==> src/rtl/lsu_ctrl_pkg.sv <==
// Shared load/store unit definitions: bus widths, dmem size encodings, LSU FSM states.
package lsu_ctrl_pkg;

  localparam int ADDR_WIDTH = 32;
  localparam int DATA_WIDTH = 32;
  localparam int MEM_BYTES  = 4096;
  localparam int TAG_WIDTH  = 5;

  // Plain 2-bit type rather than an enum because 2'b11 is a legal encoding (treated as W).
  typedef logic [1:0] mem_read_size_t;

  localparam mem_read_size_t MEM_SIZE_B = 2'b00;
  localparam mem_read_size_t MEM_SIZE_H = 2'b01;
  localparam mem_read_size_t MEM_SIZE_W = 2'b10;

  typedef enum logic [1:0] {
    LSU_IDLE,
    LSU_ACCESS,
    LSU_SPLIT,
    LSU_RESP
  } lsu_state_t;

  function automatic logic [2:0] size_bytes(input mem_read_size_t size);
    case (size)
      MEM_SIZE_B: size_bytes = 3'd1;
      MEM_SIZE_H: size_bytes = 3'd2;
      default:    size_bytes = 3'd4;
    endcase
  endfunction

endpackage

==> src/rtl/lsu_ctrl_if.sv <==
// Request/response channel between pipeline and LSU, and the LSU-to-dmem access port.
interface lsu_req_if;
  import lsu_ctrl_pkg::*;

  logic                  req_valid;
  logic                  req_ready;
  logic                  req_we;
  logic [ADDR_WIDTH-1:0] req_addr;
  logic [DATA_WIDTH-1:0] req_wdata;
  mem_read_size_t        req_size;
  logic                  req_sign;
  logic [TAG_WIDTH-1:0]  req_tag;
  logic                  resp_valid;
  logic                  resp_ready;
  logic [DATA_WIDTH-1:0] resp_rdata;
  logic [TAG_WIDTH-1:0]  resp_tag;
  logic                  resp_err;

  modport master (
    output req_valid, req_we, req_addr, req_wdata, req_size, req_sign, req_tag, resp_ready,
    input  req_ready, resp_valid, resp_rdata, resp_tag, resp_err
  );

  modport slave (
    input  req_valid, req_we, req_addr, req_wdata, req_size, req_sign, req_tag, resp_ready,
    output req_ready, resp_valid, resp_rdata, resp_tag, resp_err
  );
endinterface

interface lsu_mem_if;
  import lsu_ctrl_pkg::*;

  logic                  mem_we;
  logic [ADDR_WIDTH-1:0] mem_addr;
  logic [DATA_WIDTH-1:0] mem_wdata;
  mem_read_size_t        mem_size;
  logic                  mem_sign;
  logic [DATA_WIDTH-1:0] mem_rdata;

  modport master (
    output mem_we, mem_addr, mem_wdata, mem_size, mem_sign,
    input  mem_rdata
  );

  modport slave (
    input  mem_we, mem_addr, mem_wdata, mem_size, mem_sign,
    output mem_rdata
  );
endinterface

==> src/rtl/lsu_ctrl_extend.sv <==
// Masks raw load data to the access size and sign/zero extends it; shared with writeback.
module lsu_extend
  import lsu_ctrl_pkg::*;
(
  input  logic [DATA_WIDTH-1:0] raw,
  input  mem_read_size_t        size,
  input  logic                  sign,
  output logic [DATA_WIDTH-1:0] data
);

  always_comb begin
    data = raw;
    case (size)
      MEM_SIZE_B: data = {{(DATA_WIDTH-8){sign & raw[7]}}, raw[7:0]};
      MEM_SIZE_H: data = {{(DATA_WIDTH-16){sign & raw[15]}}, raw[15:0]};
      default:    data = raw;
    endcase
  end

endmodule

==> src/rtl/lsu_ctrl.sv <==
// Load/store unit: one request at a time, aligned accesses in one dmem cycle,
// misaligned ones split into byte accesses and reassembled.
module lsu_ctrl #(
  parameter int MEM_BYTES = lsu_ctrl_pkg::MEM_BYTES,
  parameter int SPLIT_EN  = 1
) (
  input  logic     clk,
  input  logic     rst_n,
  lsu_req_if.slave req_bus,
  lsu_mem_if.master mem_bus
);
  import lsu_ctrl_pkg::*;

  lsu_state_t            state_q, state_d;
  logic [ADDR_WIDTH-1:0] addr_q;
  logic [DATA_WIDTH-1:0] wdata_q;
  mem_read_size_t        size_q;
  logic                  sign_q;
  logic                  we_q;
  logic [TAG_WIDTH-1:0]  tag_q;
  logic [1:0]            k_q;
  logic [DATA_WIDTH-1:0] asm_q;
  logic [DATA_WIDTH-1:0] rdata_q;
  logic                  err_q;

  logic [2:0]            req_nbytes;
  logic [2:0]            nbytes_q;
  logic [ADDR_WIDTH:0]   req_end;
  logic                  req_fault;
  logic                  req_misaligned;
  logic                  reject;
  logic                  accept;
  logic                  last_byte;
  logic [DATA_WIDTH-1:0] asm_next;
  logic [DATA_WIDTH-1:0] ext_raw;
  logic [DATA_WIDTH-1:0] ext_data;

  // End address carries one extra bit so a request wrapping past 2^ADDR_WIDTH still faults.
  assign req_nbytes     = size_bytes(req_bus.req_size);
  assign nbytes_q       = size_bytes(size_q);
  assign req_end        = {1'b0, req_bus.req_addr} + {{(ADDR_WIDTH-2){1'b0}}, req_nbytes};
  assign req_fault      = req_end > (ADDR_WIDTH+1)'(MEM_BYTES);
  assign req_misaligned = (req_bus.req_size == MEM_SIZE_H && req_bus.req_addr[0]) ||
                          (req_bus.req_size[1] && req_bus.req_addr[1:0] != 2'b00);
  assign reject         = req_fault || (req_misaligned && SPLIT_EN == 0);
  assign accept         = req_bus.req_valid && (state_q == LSU_IDLE);
  assign last_byte      = ({1'b0, k_q} == nbytes_q - 3'd1);

  always_comb begin
    asm_next = asm_q;
    asm_next[8*k_q +: 8] = mem_bus.mem_rdata[7:0];
  end

  assign ext_raw = (state_q == LSU_ACCESS) ? mem_bus.mem_rdata : asm_next;

  lsu_extend u_extend (
    .raw  (ext_raw),
    .size (size_q),
    .sign (sign_q),
    .data (ext_data)
  );

  always_ff @(posedge clk or negedge rst_n) begin
    if (!rst_n) state_q <= LSU_IDLE;
    else        state_q <= state_d;
  end

  // Next state plus every handshake and dmem output, decoded from registered state only.
  always_comb begin
    state_d            = state_q;
    req_bus.req_ready  = 1'b0;
    req_bus.resp_valid = 1'b0;
    mem_bus.mem_we     = 1'b0;
    mem_bus.mem_addr   = '0;
    mem_bus.mem_wdata  = '0;
    mem_bus.mem_size   = MEM_SIZE_W;
    mem_bus.mem_sign   = 1'b0;
    case (state_q)
      LSU_IDLE: begin
        req_bus.req_ready = 1'b1;
        if (accept) begin
          if (reject)              state_d = LSU_RESP;
          else if (req_misaligned) state_d = LSU_SPLIT;
          else                     state_d = LSU_ACCESS;
        end
      end
      LSU_ACCESS: begin
        mem_bus.mem_we    = we_q;
        mem_bus.mem_addr  = addr_q;
        mem_bus.mem_wdata = wdata_q;
        mem_bus.mem_size  = size_q;
        state_d           = LSU_RESP;
      end
      LSU_SPLIT: begin
        mem_bus.mem_we    = we_q;
        mem_bus.mem_addr  = addr_q + ADDR_WIDTH'(k_q);
        mem_bus.mem_wdata = {{(DATA_WIDTH-8){1'b0}}, wdata_q[8*k_q +: 8]};
        mem_bus.mem_size  = MEM_SIZE_B;
        if (last_byte) state_d = LSU_RESP;
      end
      LSU_RESP: begin
        req_bus.resp_valid = 1'b1;
        if (req_bus.resp_ready) state_d = LSU_IDLE;
      end
      default: state_d = LSU_IDLE;
    endcase
  end

  // Request latch, byte assembly and the response registers held through RESP.
  always_ff @(posedge clk or negedge rst_n) begin
    if (!rst_n) begin
      addr_q  <= '0;
      wdata_q <= '0;
      size_q  <= MEM_SIZE_W;
      sign_q  <= 1'b0;
      we_q    <= 1'b0;
      tag_q   <= '0;
      k_q     <= '0;
      asm_q   <= '0;
      rdata_q <= '0;
      err_q   <= 1'b0;
    end else begin
      case (state_q)
        LSU_IDLE: begin
          if (accept) begin
            addr_q  <= req_bus.req_addr;
            wdata_q <= req_bus.req_wdata;
            size_q  <= req_bus.req_size[1] ? MEM_SIZE_W : req_bus.req_size;
            sign_q  <= req_bus.req_sign;
            we_q    <= req_bus.req_we;
            tag_q   <= req_bus.req_tag;
            k_q     <= '0;
            asm_q   <= '0;
            rdata_q <= '0;
            err_q   <= reject;
          end
        end
        LSU_ACCESS: begin
          rdata_q <= we_q ? '0 : ext_data;
        end
        LSU_SPLIT: begin
          asm_q <= asm_next;
          k_q   <= k_q + 2'd1;
          if (last_byte) rdata_q <= we_q ? '0 : ext_data;
        end
        default: ;
      endcase
    end
  end

  assign req_bus.resp_rdata = rdata_q;
  assign req_bus.resp_tag   = tag_q;
  assign req_bus.resp_err   = err_q;

endmodule

==> src/flat_wrapper.sv <==
// flat-port wrapper written by rule: the top's interface ports become plain ports
module lsu_ctrl_flat import lsu_ctrl_pkg::*;
#(
  parameter int MEM_BYTES = lsu_ctrl_pkg::MEM_BYTES,
  parameter int SPLIT_EN  = 1
)
  (clk, rst_n, req_bus_req_valid, req_bus_req_we, req_bus_req_addr, req_bus_req_wdata, req_bus_req_size, req_bus_req_sign, req_bus_req_tag, req_bus_resp_ready, req_bus_req_ready, req_bus_resp_valid, req_bus_resp_rdata, req_bus_resp_tag, req_bus_resp_err, mem_bus_mem_we, mem_bus_mem_addr, mem_bus_mem_wdata, mem_bus_mem_size, mem_bus_mem_sign, mem_bus_mem_rdata);
  lsu_req_if req_bus_i ();
  lsu_mem_if mem_bus_i ();
  input  logic clk;
  input  logic rst_n;
  input wire logic [$bits(req_bus_i.req_valid)-1:0] req_bus_req_valid;
  input wire logic [$bits(req_bus_i.req_we)-1:0] req_bus_req_we;
  input wire logic [$bits(req_bus_i.req_addr)-1:0] req_bus_req_addr;
  input wire logic [$bits(req_bus_i.req_wdata)-1:0] req_bus_req_wdata;
  input wire logic [$bits(req_bus_i.req_size)-1:0] req_bus_req_size;
  input wire logic [$bits(req_bus_i.req_sign)-1:0] req_bus_req_sign;
  input wire logic [$bits(req_bus_i.req_tag)-1:0] req_bus_req_tag;
  input wire logic [$bits(req_bus_i.resp_ready)-1:0] req_bus_resp_ready;
  output wire logic [$bits(req_bus_i.req_ready)-1:0] req_bus_req_ready;
  output wire logic [$bits(req_bus_i.resp_valid)-1:0] req_bus_resp_valid;
  output wire logic [$bits(req_bus_i.resp_rdata)-1:0] req_bus_resp_rdata;
  output wire logic [$bits(req_bus_i.resp_tag)-1:0] req_bus_resp_tag;
  output wire logic [$bits(req_bus_i.resp_err)-1:0] req_bus_resp_err;
  output wire logic [$bits(mem_bus_i.mem_we)-1:0] mem_bus_mem_we;
  output wire logic [$bits(mem_bus_i.mem_addr)-1:0] mem_bus_mem_addr;
  output wire logic [$bits(mem_bus_i.mem_wdata)-1:0] mem_bus_mem_wdata;
  output wire logic [$bits(mem_bus_i.mem_size)-1:0] mem_bus_mem_size;
  output wire logic [$bits(mem_bus_i.mem_sign)-1:0] mem_bus_mem_sign;
  input wire logic [$bits(mem_bus_i.mem_rdata)-1:0] mem_bus_mem_rdata;
  assign req_bus_i.req_valid = req_bus_req_valid;
  assign req_bus_i.req_we = req_bus_req_we;
  assign req_bus_i.req_addr = req_bus_req_addr;
  assign req_bus_i.req_wdata = req_bus_req_wdata;
  assign req_bus_i.req_size = req_bus_req_size;
  assign req_bus_i.req_sign = req_bus_req_sign;
  assign req_bus_i.req_tag = req_bus_req_tag;
  assign req_bus_i.resp_ready = req_bus_resp_ready;
  assign req_bus_req_ready = req_bus_i.req_ready;
  assign req_bus_resp_valid = req_bus_i.resp_valid;
  assign req_bus_resp_rdata = req_bus_i.resp_rdata;
  assign req_bus_resp_tag = req_bus_i.resp_tag;
  assign req_bus_resp_err = req_bus_i.resp_err;
  assign mem_bus_mem_we = mem_bus_i.mem_we;
  assign mem_bus_mem_addr = mem_bus_i.mem_addr;
  assign mem_bus_mem_wdata = mem_bus_i.mem_wdata;
  assign mem_bus_mem_size = mem_bus_i.mem_size;
  assign mem_bus_mem_sign = mem_bus_i.mem_sign;
  assign mem_bus_i.mem_rdata = mem_bus_mem_rdata;
  lsu_ctrl #(.MEM_BYTES(MEM_BYTES), .SPLIT_EN(SPLIT_EN)) u_core (.clk(clk), .rst_n(rst_n), .req_bus(req_bus_i), .mem_bus(mem_bus_i));
endmodule
==> config.mk <==
export PLATFORM = sky130hd
export DESIGN_NAME = lsu_ctrl_flat
export DESIGN_NICKNAME = d
export VERILOG_FILES = /design/src/rtl/lsu_ctrl_pkg.sv /design/src/rtl/lsu_ctrl_if.sv /design/src/rtl/lsu_ctrl_extend.sv /design/src/rtl/lsu_ctrl.sv /design/src/flat_wrapper.sv
export SDC_FILE = /design/constraint.sdc
export NUM_CORES = 1
export LEC_CHECK = 0
export ABC_AREA = 1
export CAP_MARGIN = 20
export CORE_ASPECT_RATIO = 1.5
export CORE_MARGIN = 3
export CORE_UTILIZATION = 46
export DETAILED_ROUTE_END_ITERATION = 16
export DONT_BUFFER_PORTS = 1
export MAX_ROUTING_LAYER = met4
export PLACE_DENSITY = 0.65
export SLEW_MARGIN = 20
export SYNTH_ARGS = -nofsm -noshare
export SYNTH_HDL_FRONTEND = slang
export SYNTH_SLANG_ARGS = --single-unit
==> constraint.sdc <==
create_clock -name clk -period 5.8 [get_ports clk]
set_clock_uncertainty 0.15 [all_clocks]
set_input_delay 0.87 -clock clk [delete_from_list [all_inputs] [get_ports clk]]
set_output_delay 0.87 -clock clk [all_outputs]
set_load 0.1 [all_outputs]
### Word-level counts from Yosys, hierarchy flattened

Index checks and enable logic that the tools add are counted.

| word-level totals | value |
|---|---|
| input port bits | 109 |
| bits in registers | 142 |

| cells by class | value |
|---|---|
| muxes and demuxes | 25 |
| magnitude comparators | 1 |
| $add $sub $neg | 5 |
| reductions and logical operators | 15 |
| shift-type cells | 3 |
| bitwise gates (word level) | 2 |
| eq/ne operators | 9 |

Operators by type and width:

| cell | count |
|---|---|
| $pmux 32 s2 | 4 |
| $mux 32 | 4 |
| $pmux 32 s3 | 1 |
| $neg 5->34 | 1 |
| $shift 8x34->32 const A | 1 |
| $shiftx 8x34->32 | 1 |
| $add 32x3->33 | 1 |
| $gt 33x13->1 const B | 1 |
| $add 32x2->32 | 1 |
| $bwmux 32 | 1 |
| $shiftx 32x6->8 | 1 |
| $mux 2 | 7 |
| $pmux 3 s2 | 2 |
| $pmux 2 s2 | 2 |
| $pmux 2 s4 | 1 |
| $eq 2x1->1 const B | 3 |
| $logic_not 2->1 | 3 |
| $reduce_and 3->1 | 2 |
| $eq 2x2->1 const B | 2 |
| $ne 2x1->1 const B | 2 |
| $reduce_and 2->1 | 2 |
| $reduce_bool 2->1 | 2 |
| $eq 2x3->1 | 1 |
| $logic_and 1x1->1 | 3 |
| 8 further kinds | 11 |

### Depth between registers and ports, before layout

Gate-level depths: netlist of run 1.

| depth | value |
|---|---|
| depth after elaboration | 9 |
| gate-level depth with buffers | 19 |

### By module

A second synthesis of run 1 with hierarchy kept.

| second synthesis, totals | value |
|---|---|
| cells, all modules | 1452 |
| area total of the unflattened synthesis | 9716.8 um^2 |

By module, submodules not included:

| module | cells each | area an instance (um^2) | times used |
|---|---|---|---|
| lsu_ctrl | 1380 | 9250.1 | 1 |
| lsu_extend | 72 | 466.7 | 1 |

### Worst setup path before layout of run 1

No wires, ideal clock.

| timing | value |
|---|---|
| path type | reg2out |
| from | reg u_core.k_q[0] |
| to | out mem_bus_mem_addr[10] |
| cell stages (with the launch flop) | 10 |
| buffers on the path | 0 |
| arrival | 3.826 ns |
| setup slack | 0.954 ns |
| required time | 4.780 ns |
| cell sequence | dfrtp_1 ha_1 fa_1 nand2_1 inv_1 nand3_2 nor2_2 nand3_1 nand2_1 a221oi_1 |

| on the way | value |
|---|---|
| word-level cells in the longest chain between the ends | 2 |

Ends and longest elaborated chain:

| item | RTL line | source |
|---|---|---|
| start, declared | lsu_ctrl.sv:21 | `logic [1:0] k_q;` |
| start signal, assigned | lsu_ctrl.sv:143 | `k_q <= k_q + 2'd1;` |
| $add 32x2->32 | lsu_ctrl.sv:96 | `mem_bus.mem_addr = addr_q + ADDR_WIDTH'(k_q);` |
| $pmux 32 s2 | lsu_ctrl.sv:78 | `case (state_q)` |
| end, declared | flat_wrapper.sv:26 | `output wire logic [$bits(mem_bus_i.mem_addr)-1:0] mem_bus_mem_addr;` |

No other way between the ends.

### Final worst setup path of run 1

| timing | value |
|---|---|
| from | reg u_core.state_q[1] |
| to | out mem_bus_mem_addr[13] |

| on the way | value |
|---|---|
| word-level cells in the longest chain between the ends | 2 |

Ends and longest elaborated chain:

| item | RTL line | source |
|---|---|---|
| start, declared | lsu_ctrl.sv:14 | `lsu_state_t state_q, state_d;` |
| start signal, assigned | lsu_ctrl.sv:65 | `else state_q <= state_d;` |
| $eq 2x2->1 / $eq 2x1->1 (equally long branches) | lsu_ctrl.sv:78 |  |
| $pmux 32 s2 * | lsu_ctrl.sv:78 |  |

Mark *: on every way between the ends. The rest lies on a longest branch, timed or not.

==> impl_metrics.json, run 1 <==
{
  "end_kind": "output pin",
  "syn_nets": 1563,
  "yosys_warnings": 0,
  "synth_top_area_cell": "dfrtp_1",
  "crit_required_ps": 4780,
  "hold_viol": 0,
  "slowest_delay_ps": 890,
  "synth_common_cells": "nand2_1, inv_1, nor2_1",
  "setup_tns_ps": 0,
  "grt_max_degree": 142,
  "hpwlAfterDp_um": 23100,
  "finalMaxSlewViolations": 0,
  "ios": 217,
  "reg2regPathDepth": 10,
  "syn_to_final_growth_pct": 12.6,
  "async_reset_ff_frac": 1.00,
  "status": "finished clean",
  "rr_endpoint": "u_core.req_bus.resp_rdata[16]",
  "clk_latency_ps": 430,
  "yosys.area_share.simple": 0.331,
  "synth_mux_area_frac": 0,
  "numCtsBuffers": 17,
  "yosysMostFrequentCell": "nand2_1",
  "clock_sinks": 142,
  "syn_area_um2": 9540,
  "vias": 9299,
  "cts_root_buffer": "clkbuf_16",
  "rows": 63,
  "setup_violations": 0,
  "dpl_cell_area_um2": 10100,
  "synth_top_area_frac": 0.370,
  "drt_iter0_markers": 710,
  "fin_crit_sh": 0.785,
  "fill_cells": 2025,
  "grt_pass1_vias": 9067,
  "regToRegSetupSlack_ps": 2060,
  "cts_htree_levels": 4,
  "avgSynthCellArea_um2": 6.64,
  "clkTransAtPathRegs_ps": 60,
  "final_cell_area_um2": 10700,
  "period_needed_ps": 4550,
  "synth_edf_count": 0,
  "wl_per_cell_um": 17.7,
  "syn_inst": 1436,
  "drv_cap": 0,
  "dr.pass1.iters": 5,
  "layout.nets": 1561,
  "ir_drop_v": 0.000366,
  "synth.distinct_cells": 52,
  "synth_xor_area_frac": 0.00459,
  "fmax_ghz": 0.220,
  "top_layer": "met4",
  "antenna_left": 0,
  "wl_met1_um": 11300,
  "ys_seq_elements": 142,
  "ys.flop_type": "dfrtp_1",
  "seq_area_frac_synth": 0.373,
  "die_h_um": 182,
  "cpMaxStageDelayCell": "and3_1",
  "cp_max_fo": 57,
  "grt_pass1_wl_um": 47900,
  "gp_congestion": 0.957,
  "drive_above_1_share": 0.113,
  "dieArea_um2": 22500,
  "core_area_um2": 20100,
  "overflow": 0,
  "synth_adder_area_share": 0.0252,
  "wl_um": 30300,
  "worstPathCellList": "inv_1 > ha_4 > clkinv_1 > o22ai_1 > and3_1",
  "synth-compound-area-share": 0.169,
  "rsz0062_at_grt": "no",
  "route.met2.wl_um": 15500,
  "initial_core_util": 0.474,
  "tightest_slew_ps": 1180,
  "p_per_area_nw_per_um2": 685,
  "antenna_found_initial": 0,
  "vias_per_cell": 5.45,
  "rr_startpoint": "u_core.k_q[1]",
  "worst_hold_path_type": "in -> async",
  "cp-start-kind": "register",
  "cts_resized": 0,
  "synthTopCellsByArea": "dfrtp_1, nand2_1, o21ai_0, inv_1, nor2_1",
  "cp.arrival_ps": 3530,
  "die_w_um": 124,
  "grt_use_total": 0.281,
  "n_antenna_cell": 0,
  "synth_top_family_by_area": "simple AND/OR/NAND/NOR gates",
  "post_cts_buffers": 0,
  "maxSlewHeadroom": 0.208,
  "cts_tree": "done",
  "met3_length_um": 2010,
  "power_leakage_nw": 5.18,
  "whs_ps": 133,
  "numPortBuffers": 0,
  "cts.path.max_buffers": 2,
  "worst-setup-path-type": "reg -> out",
  "detail_route.drc_violations": 0
}
[critical path: cells and delay by family (launching register included)]
family / cells / cell delay, ps
DFF: 1 / 410
adders and majority gates: 1 / 540
and+or+nand+nor: 1 / 890
buffers and inverters: 2 / 910
AOI/OAI and AO/OA: 1 / 350
[worst max-delay path by stage]
stage	from	to	cells past startpoint
2_1_floorplan	u_core.k_q[0]	mem_bus_mem_addr[10]	9
3_3_place_gp	u_core.state_q[1]	mem_bus_mem_addr[13]	5
3_5_place_dp	u_core.state_q[1]	mem_bus_mem_addr[13]	5
4_1_cts	u_core.state_q[1]	mem_bus_mem_addr[13]	5
5_1_grt	u_core.state_q[1]	mem_bus_mem_addr[2]	6
6_report	u_core.state_q[1]	mem_bus_mem_addr[13]	5
[stage by stage]
step                      total power, mW   util  cells  setup slack [ps]
final                                7.35  0.534   1707              1250
after floorplan                      5.27      -   1436               954
after CTS                            7.36  0.533   1706              1180
after detailed placement             6.23  0.502   1673              1660
after global placement               6.18  0.502   1673              1700
after global routing                 7.80  0.534   1707               982
[repair_timing]
action,CTS,global route
hold endpoints to repair,141,0
setup endpoints to repair,0,0
hold buffers,1,0
[layout by cell type, fill, tap and decap left out, types with 4 or more instances in the layout]
| cell | n |
|---|---|
| nand2_1 | 490 |
| clkinv_2 | 5 |
| or2_2 | 7 |
| clkinvlp_4 | 4 |
| o211ai_1 | 4 |
| a22o_1 | 7 |
| o21ai_2 | 12 |
| a21oi_1 | 17 |
| nor2_2 | 7 |
| a31oi_1 | 6 |
| nor3_4 | 4 |
| nor2_1 | 149 |
| nand4_1 | 10 |
| nand2_2 | 6 |
| dfrtp_1 | 141 |
| ha_1 | 14 |
| o21ai_0 | 124 |
| inv_1 | 166 |
| buf_4 | 36 |
| a221oi_4 | 5 |
| clkbuf_16 | 17 |
| nor2_4 | 4 |
| nor3_1 | 13 |
| o22ai_1 | 51 |
| a21oi_2 | 30 |
| nand3_1 | 55 |
| a211oi_1 | 7 |
| inv_2 | 5 |
| a22oi_1 | 8 |
[layer usage]
layer  global-route usage  vias up
met1                0.305     4317
li1                     -     4608
met2                0.478      293
met3               0.0645       81
met4                0.136        0
met5                    -        -
[layout make-up]
type,instances,area [µm²],area share
multi-input cells,1061,5290,0.493
clock buffers,19,453,0.0422
well taps,260,325,0.0303
inverters,174,654,0.0610
flip-flops and latches,142,3550,0.331
repair buffers,38,318,0.0296
clock inverters,13,136,0.0127
[cells by family after synthesis]
group	Yosys count
AO/OA/AOI/OAI	277
adder cells (fa/ha/maj)	18
flip-flops	142
XOR/XNOR	5
buffers and inverters	233
other	1
AND/OR/NAND/NOR	760
[sequential cells by signal, indices dropped and copies added (netlist names), 2 cells and up]
signal                     cells
u_core.k_q                     2
u_core.size_q                  2
u_core.asm_q                  32
u_core.req_bus.resp_tag        5
u_core.addr_q                 32
u_core.wdata_q                32
u_core.req_bus.resp_rdata     32
u_core.state_q                 2
[report_power, final]
part | internal [mW] | leakage (nW) | switching [mW]
sequential | 1.37 | 1.86 | 0.861
combinational | 0.900 | 3.05 | 3.12
clock | 0.655 | 0.282 | 0.445
total | 2.92 | 5.18 | 4.42
Note: power is estimated with default switching activity, not from simulation.
==> run 2, diff against run 1 <==
--- a/config.mk
+++ b/config.mk
@@ -13,7 +13,7 @@
 export DETAILED_ROUTE_END_ITERATION = 16
 export DONT_BUFFER_PORTS = 1
 export MAX_ROUTING_LAYER = met4
-export PLACE_DENSITY = 0.65
+export PLACE_DENSITY = 0.67
 export SLEW_MARGIN = 20
 export SYNTH_ARGS = -nofsm -noshare
 export SYNTH_HDL_FRONTEND = slang
==> constraint.sdc (replaced) <==
create_clock -name clk -period 3.97 [get_ports clk]
set_clock_uncertainty 0.15 [all_clocks]
set_input_delay 0.5955 -clock clk [delete_from_list [all_inputs] [get_ports clk]]
set_output_delay 0.5955 -clock clk [all_outputs]
set_load 0.1 [all_outputs]
==> impl_metrics.json, run 2 (synthesis gave the netlist of run 1 again) <==
{
  "status": "finished with violations",
  "violations": "negative hold slack",
  "maxSlewHeadroom": 0.316,
  "cp_num_buf_inv": 3,
  "total_power_mw": 11.1,
  "ios": 217,
  "antenna_left": 0,
  "worstPathCellList": "ha_1 > fa_1 > nand2_1 > inv_1 > nand3_2 > nor2_2 > nand2_2 > nor3_4 > nand2_2 > nor2_4 > inv_2 > o21bai_2 > nand3_1 > a21oi_2 > buf_12",
  "grt_use_total": 0.285,
  "period_needed_ps": 3680,
  "final_common_cell": "nand2_1",
  "cts_root_buffer": "clkbuf_16",
  "drt_iter0_markers": 755,
  "crit_required_ps": 3220,
  "fin_crit_sh": 0.926,
  "clkTransAtPathRegs_ps": 70,
  "overflow": 0,
  "p_seq_frac": 0.294,
  "crit_family": "simple AND/OR/NAND/NOR gates",
  "finalMaxSlewViolations": 0,
  "setup_tns_ps": 0,
  "rsz0062_at_grt": "no",
  "setup_violations": 0,
  "dieArea_um2": 22500,
  "rows": 63,
  "hpwlAfterDp_um": 23700,
  "worst_hold_path_type": "in -> async",
  "cpMaxStageDelayCell": "dfrtp_1",
  "tightest_slew_ps": 1020,
  "initial_core_util": 0.474,
  "final_cell_area_um2": 11200,
  "p_per_area_nw_per_um2": 993,
  "ir_drop_v": 0.000497,
  "p_clk_frac": 0.139,
  "die_h_um": 182,
  "grt_max_degree": 143,
  "cp.arrival_ps": 2930,
  "die_w_um": 124,
  "detail_route.drc_violations": 0,
  "cp_max_fo": 5,
  "combPwrFrac": 0.567,
  "clk_latency_ps": 420,
  "sw_frac_of_total": 0.594,
  "fin_util": 0.557,
  "crit_top_cell": "nand2_2",
  "vias_per_cell": 5.55,
  "core_area_um2": 20100,
  "grt_pass1_wl_um": 48800,
  "cts_tree": "done",
  "dr.pass1.iters": 6,
  "power_leakage_nw": 5.40,
  "cts_htree_levels": 4,
  "wl_per_cell_um": 17.9,
  "drv_cap": 0,
  "clock_sinks": 142,
  "mostFrequentLayoutCells": "nand2_1, inv_1, nor2_1",
  "numPortBuffers": 0,
  "wl_um": 31100,
  "worst-setup-path-type": "reg -> out",
  "hold_viol": 141,
  "cts.path.max_buffers": 2,
  "whs_ps": -288,
  "syn_to_final_growth_pct": 17.4,
  "vias": 9668,
  "dpl_cell_area_um2": 10600,
  "internal-power_mw": 4.51,
  "slowest_delay_ps": 410,
  "gp_congestion": 0.999,
  "n_antenna_cell": 0,
  "grt_pass1_vias": 9384,
  "cp-start-kind": "register",
  "layout.nets": 1597,
  "fmax_ghz": 0.272,
  "end_kind": "output pin",
  "antenna_found_initial": 0,
  "numCtsBuffers": 17,
  "p_sw_mw": 6.61,
  "drive_above_1_share": 0.133
}
-- run 2: area by class of cell --
| type | count | area, µm² |
|---|---|---|
| tap | 260 | 325 |
| fill | 1985 | 8910 |
| multi-input combinational | 1061 | 5290 |
| inverter | 174 | 654 |
| sequential | 142 | 3560 |
| clock inverter | 13 | 128 |
| clock buffer | 19 | 433 |
| timing repair buffer | 74 | 806 |
-- run 2: worst paths after layout --
kind | start | to | slack (ps) | depth (start not counted)
worst max-delay path | u_core.k_q[0] | mem_bus_mem_addr[30] | 290 | 15
worst min-delay path | rst_n | u_core.req_bus.resp_rdata[1] | -290 | 0
worst max register to register | u_core.k_q[1] | u_core.req_bus.resp_rdata[19] | 600 | 12
worst min register to register | u_core.wdata_q[12] | u_core.wdata_q[12] | 360 | 2
max in group asynchronous | rst_n | u_core.size_q[1] | 3640 | 0
min in group clk | req_bus_req_tag[3] | u_core.req_bus.resp_tag[3] | 130 | 2
-- run 2: power by group through the flow --
stage	Combinational, mW	Clock, mW	Sequential, mW
floorplan	4.66	0	3.09
global placement	6.19	0	3.27
detailed placement	6.26	0	3.29
CTS	6.29	1.56	3.26
global route	6.79	1.64	3.35
finish	6.30	1.54	3.27
-- run 2: per-layer routing --
metal	part of all wire	global-route usage	vias up
li1	-	-	4688
met1	0.38	0.312	4567
met2	0.52	0.498	336
met3	0.061	0.0536	77
met4	0.042	0.119	0
met5	0	-	-
-- run 2: stage by stage --
step | worst slack (ps) | instances
6_report | 294 | 1743
5_1_grt | 36.3 | 1743
4_1_cts | 134 | 1741
3_5_place_dp | 414 | 1709
3_3_place_gp | 607 | 1709
2_1_floorplan | -245 | 1436
-- run 2: repair_timing --
action / in CTS / in global routing
endpoints found under the setup margin: 0 / 10
resized for setup: 0 / 1
setup buffers: 0 / 2
endpoints found under the hold margin: 142 / 142
==> run 3, diff against run 2 <==
--- a/config.mk
+++ b/config.mk
@@ -9,11 +9,12 @@
 export CAP_MARGIN = 20
 export CORE_ASPECT_RATIO = 1.5
 export CORE_MARGIN = 3
-export CORE_UTILIZATION = 46
+export CORE_UTILIZATION = 43
 export DETAILED_ROUTE_END_ITERATION = 16
 export DONT_BUFFER_PORTS = 1
 export MAX_ROUTING_LAYER = met4
-export PLACE_DENSITY = 0.67
+export PLACE_DENSITY = 0.64
+export SKIP_LAST_GASP = 1
 export SLEW_MARGIN = 20
 export SYNTH_ARGS = -nofsm -noshare
 export SYNTH_HDL_FRONTEND = slang
==> impl_metrics.json, run 3 (synthesis gave the netlist of run 1 again) <==
{
  "status": "finished with violations",
  "violations": "negative hold slack",
  "drt_iter0_markers": 628,
  "antenna_left": 0,
  "antenna_found_initial": 0,
  "mostFrequentLayoutCells": "nand2_1, inv_1, nor2_1",
  "period_needed_ps": 3790,
  "final_cell_area_um2": 11300,
  "cp_max_fo": 14,
  "fmax_ghz": 0.264,
  "use_met1": 0.299,
  "layout.nets": 1594,
  "numCtsBuffers": 17,
  "crit_required_ps": 3220,
  "wl_um": 31400,
  "cp-start-kind": "register",
  "worst-setup-path-type": "reg -> out",
  "gp_congestion": 0.943,
  "tightest_slew_ps": 950,
  "die_w_um": 128,
  "cts_htree_levels": 4,
  "grtUsageMet2": 0.471,
  "final_common_cell": "nand2_1",
  "end_kind": "output pin",
  "whs_ps": -287,
  "vias": 9559,
  "dpl_cell_area_um2": 10600,
  "n_antenna_cell": 0,
  "clkTransAtPathRegs_ps": 60,
  "hpwlAfterDp_um": 24000,
  "cts.path.max_buffers": 2,
  "grt_pass1_vias": 9423,
  "dieArea_um2": 24000,
  "detail_route.drc_violations": 0,
  "syn_to_final_growth_pct": 18.8,
  "fin_crit_sh": 0.955,
  "core_area_um2": 21700,
  "cts_tree": "done",
  "stdcell_count": 1751,
  "drive_above_1_share": 0.131,
  "ir_drop_v": 0.000587,
  "grt_max_degree": 143,
  "drv_cap": 0,
  "post_cts_buffers": 0,
  "numPortBuffers": 0,
  "die_h_um": 188,
  "hold_viol": 142,
  "rows": 66,
  "power_leakage_nw": 5.46,
  "finalMaxSlewViolations": 0,
  "clk_latency_ps": 430,
  "wl_per_cell_um": 17.9,
  "cts_root_buffer": "clkbuf_16",
  "p_per_area_nw_per_um2": 1010,
  "clock_sinks": 142,
  "grtUsageMet3": 0.0550,
  "placed_cells_incl_taps": 1719,
  "setup_violations": 0,
  "cp.arrival_ps": 3050,
  "rsz0062_at_grt": "no",
  "vias_per_cell": 5.46,
  "top_usage_layer": "met2",
  "overflow": 0,
  "dr.pass1.iters": 5,
  "ios": 217,
  "grt_use_total": 0.271,
  "grt_pass1_wl_um": 50000,
  "initial_core_util": 0.439,
  "maxSlewHeadroom": 0.367,
  "worst_hold_path_type": "in -> async"
}
run 3: changes by cell type in the layout (fill, tap and decap cells not counted), moves of 3 or more:
| cell | change |
|---|---|
| bufinv_16 | +5 |
| clkinvlp_4 | -5 |
| buf_4 | -4 |
| inv_6 | -4 |
| clkbuf_8 | +3 |
run 3: power breakdown:
part	leakage, nW	switching [mW]	internal [mW]	total [mW]
registers	1.85	1.26	2.00	3.26
logic	3.27	4.68	1.67	6.35
clock network	0.334	0.620	1.23	1.85
total	5.46	6.56	4.90	11.5
run 3: final timing paths:
| path | start | depth (start not counted) | to | slack, ps |
|---|---|---|---|---|
| worst max register to register | u_core.k_q[1] | 12 | u_core.req_bus.resp_rdata[16] | 700 |
| worst max-delay path | u_core.k_q[1] | 17 | mem_bus_mem_addr[25] | 180 |
| worst min register to register | u_core.wdata_q[19] | 2 | u_core.wdata_q[19] | 350 |
| worst min-delay path | rst_n | 0 | u_core.req_bus.resp_rdata[5] | -290 |
| min in group clk | req_bus_req_tag[3] | 2 | u_core.req_bus.resp_tag[3] | 130 |
| max in group asynchronous | rst_n | 0 | u_core.size_q[1] | 3720 |
run 3: per-stage QoR:
stage	power (mW)	worst slack [ps]	utilization	setup TNS, ps
5_1_grt	12.1	1.06	0.521	0
2_1_floorplan	7.75	-245	-	-266
4_1_cts	11.5	56.0	0.520	0
3_3_place_gp	9.51	612	0.489	0
6_report	11.5	179	0.521	0
3_5_place_dp	9.58	520	0.489	0
run 3: per-layer routing:
metal  vias to the layer above  routed length, µm
li1                       4690                  -
met1                      4480              11800
met2                       327              16500
met3                        62               1860
met4                         0               1280
met5                         -                  0
run 3: timing repair:
item                                    4_1_cts  5_1_grt
resized for setup                             0        1
endpoints found under the setup margin        0        8
endpoints found under the hold margin       142      142
run 3: cell type report:
cell class	instances	area (µm²)
clock buffer	21	470
timing repair buffer	71	803
inverter	174	654
fill	2181	10400
sequential	142	3560
clock inverter	10	208
tap	272	340
multi-input combinational	1061	5290
run 3: critical path, stage by stage, from the launching register on:
cell and delay, ps:
dfrtp_2 520, ha_1 330, nand2_1 60, nand2_1 60
nand2_1 130, inv_1 150, nand2_2 90, nor2_2 120
inv_2 70, nor2_4 140, nand2_4 80, nor2_4 110
nand2_2 70, nor2_2 100, or2_2 120, nand3_2 50
a21oi_2 210, buf_12 200
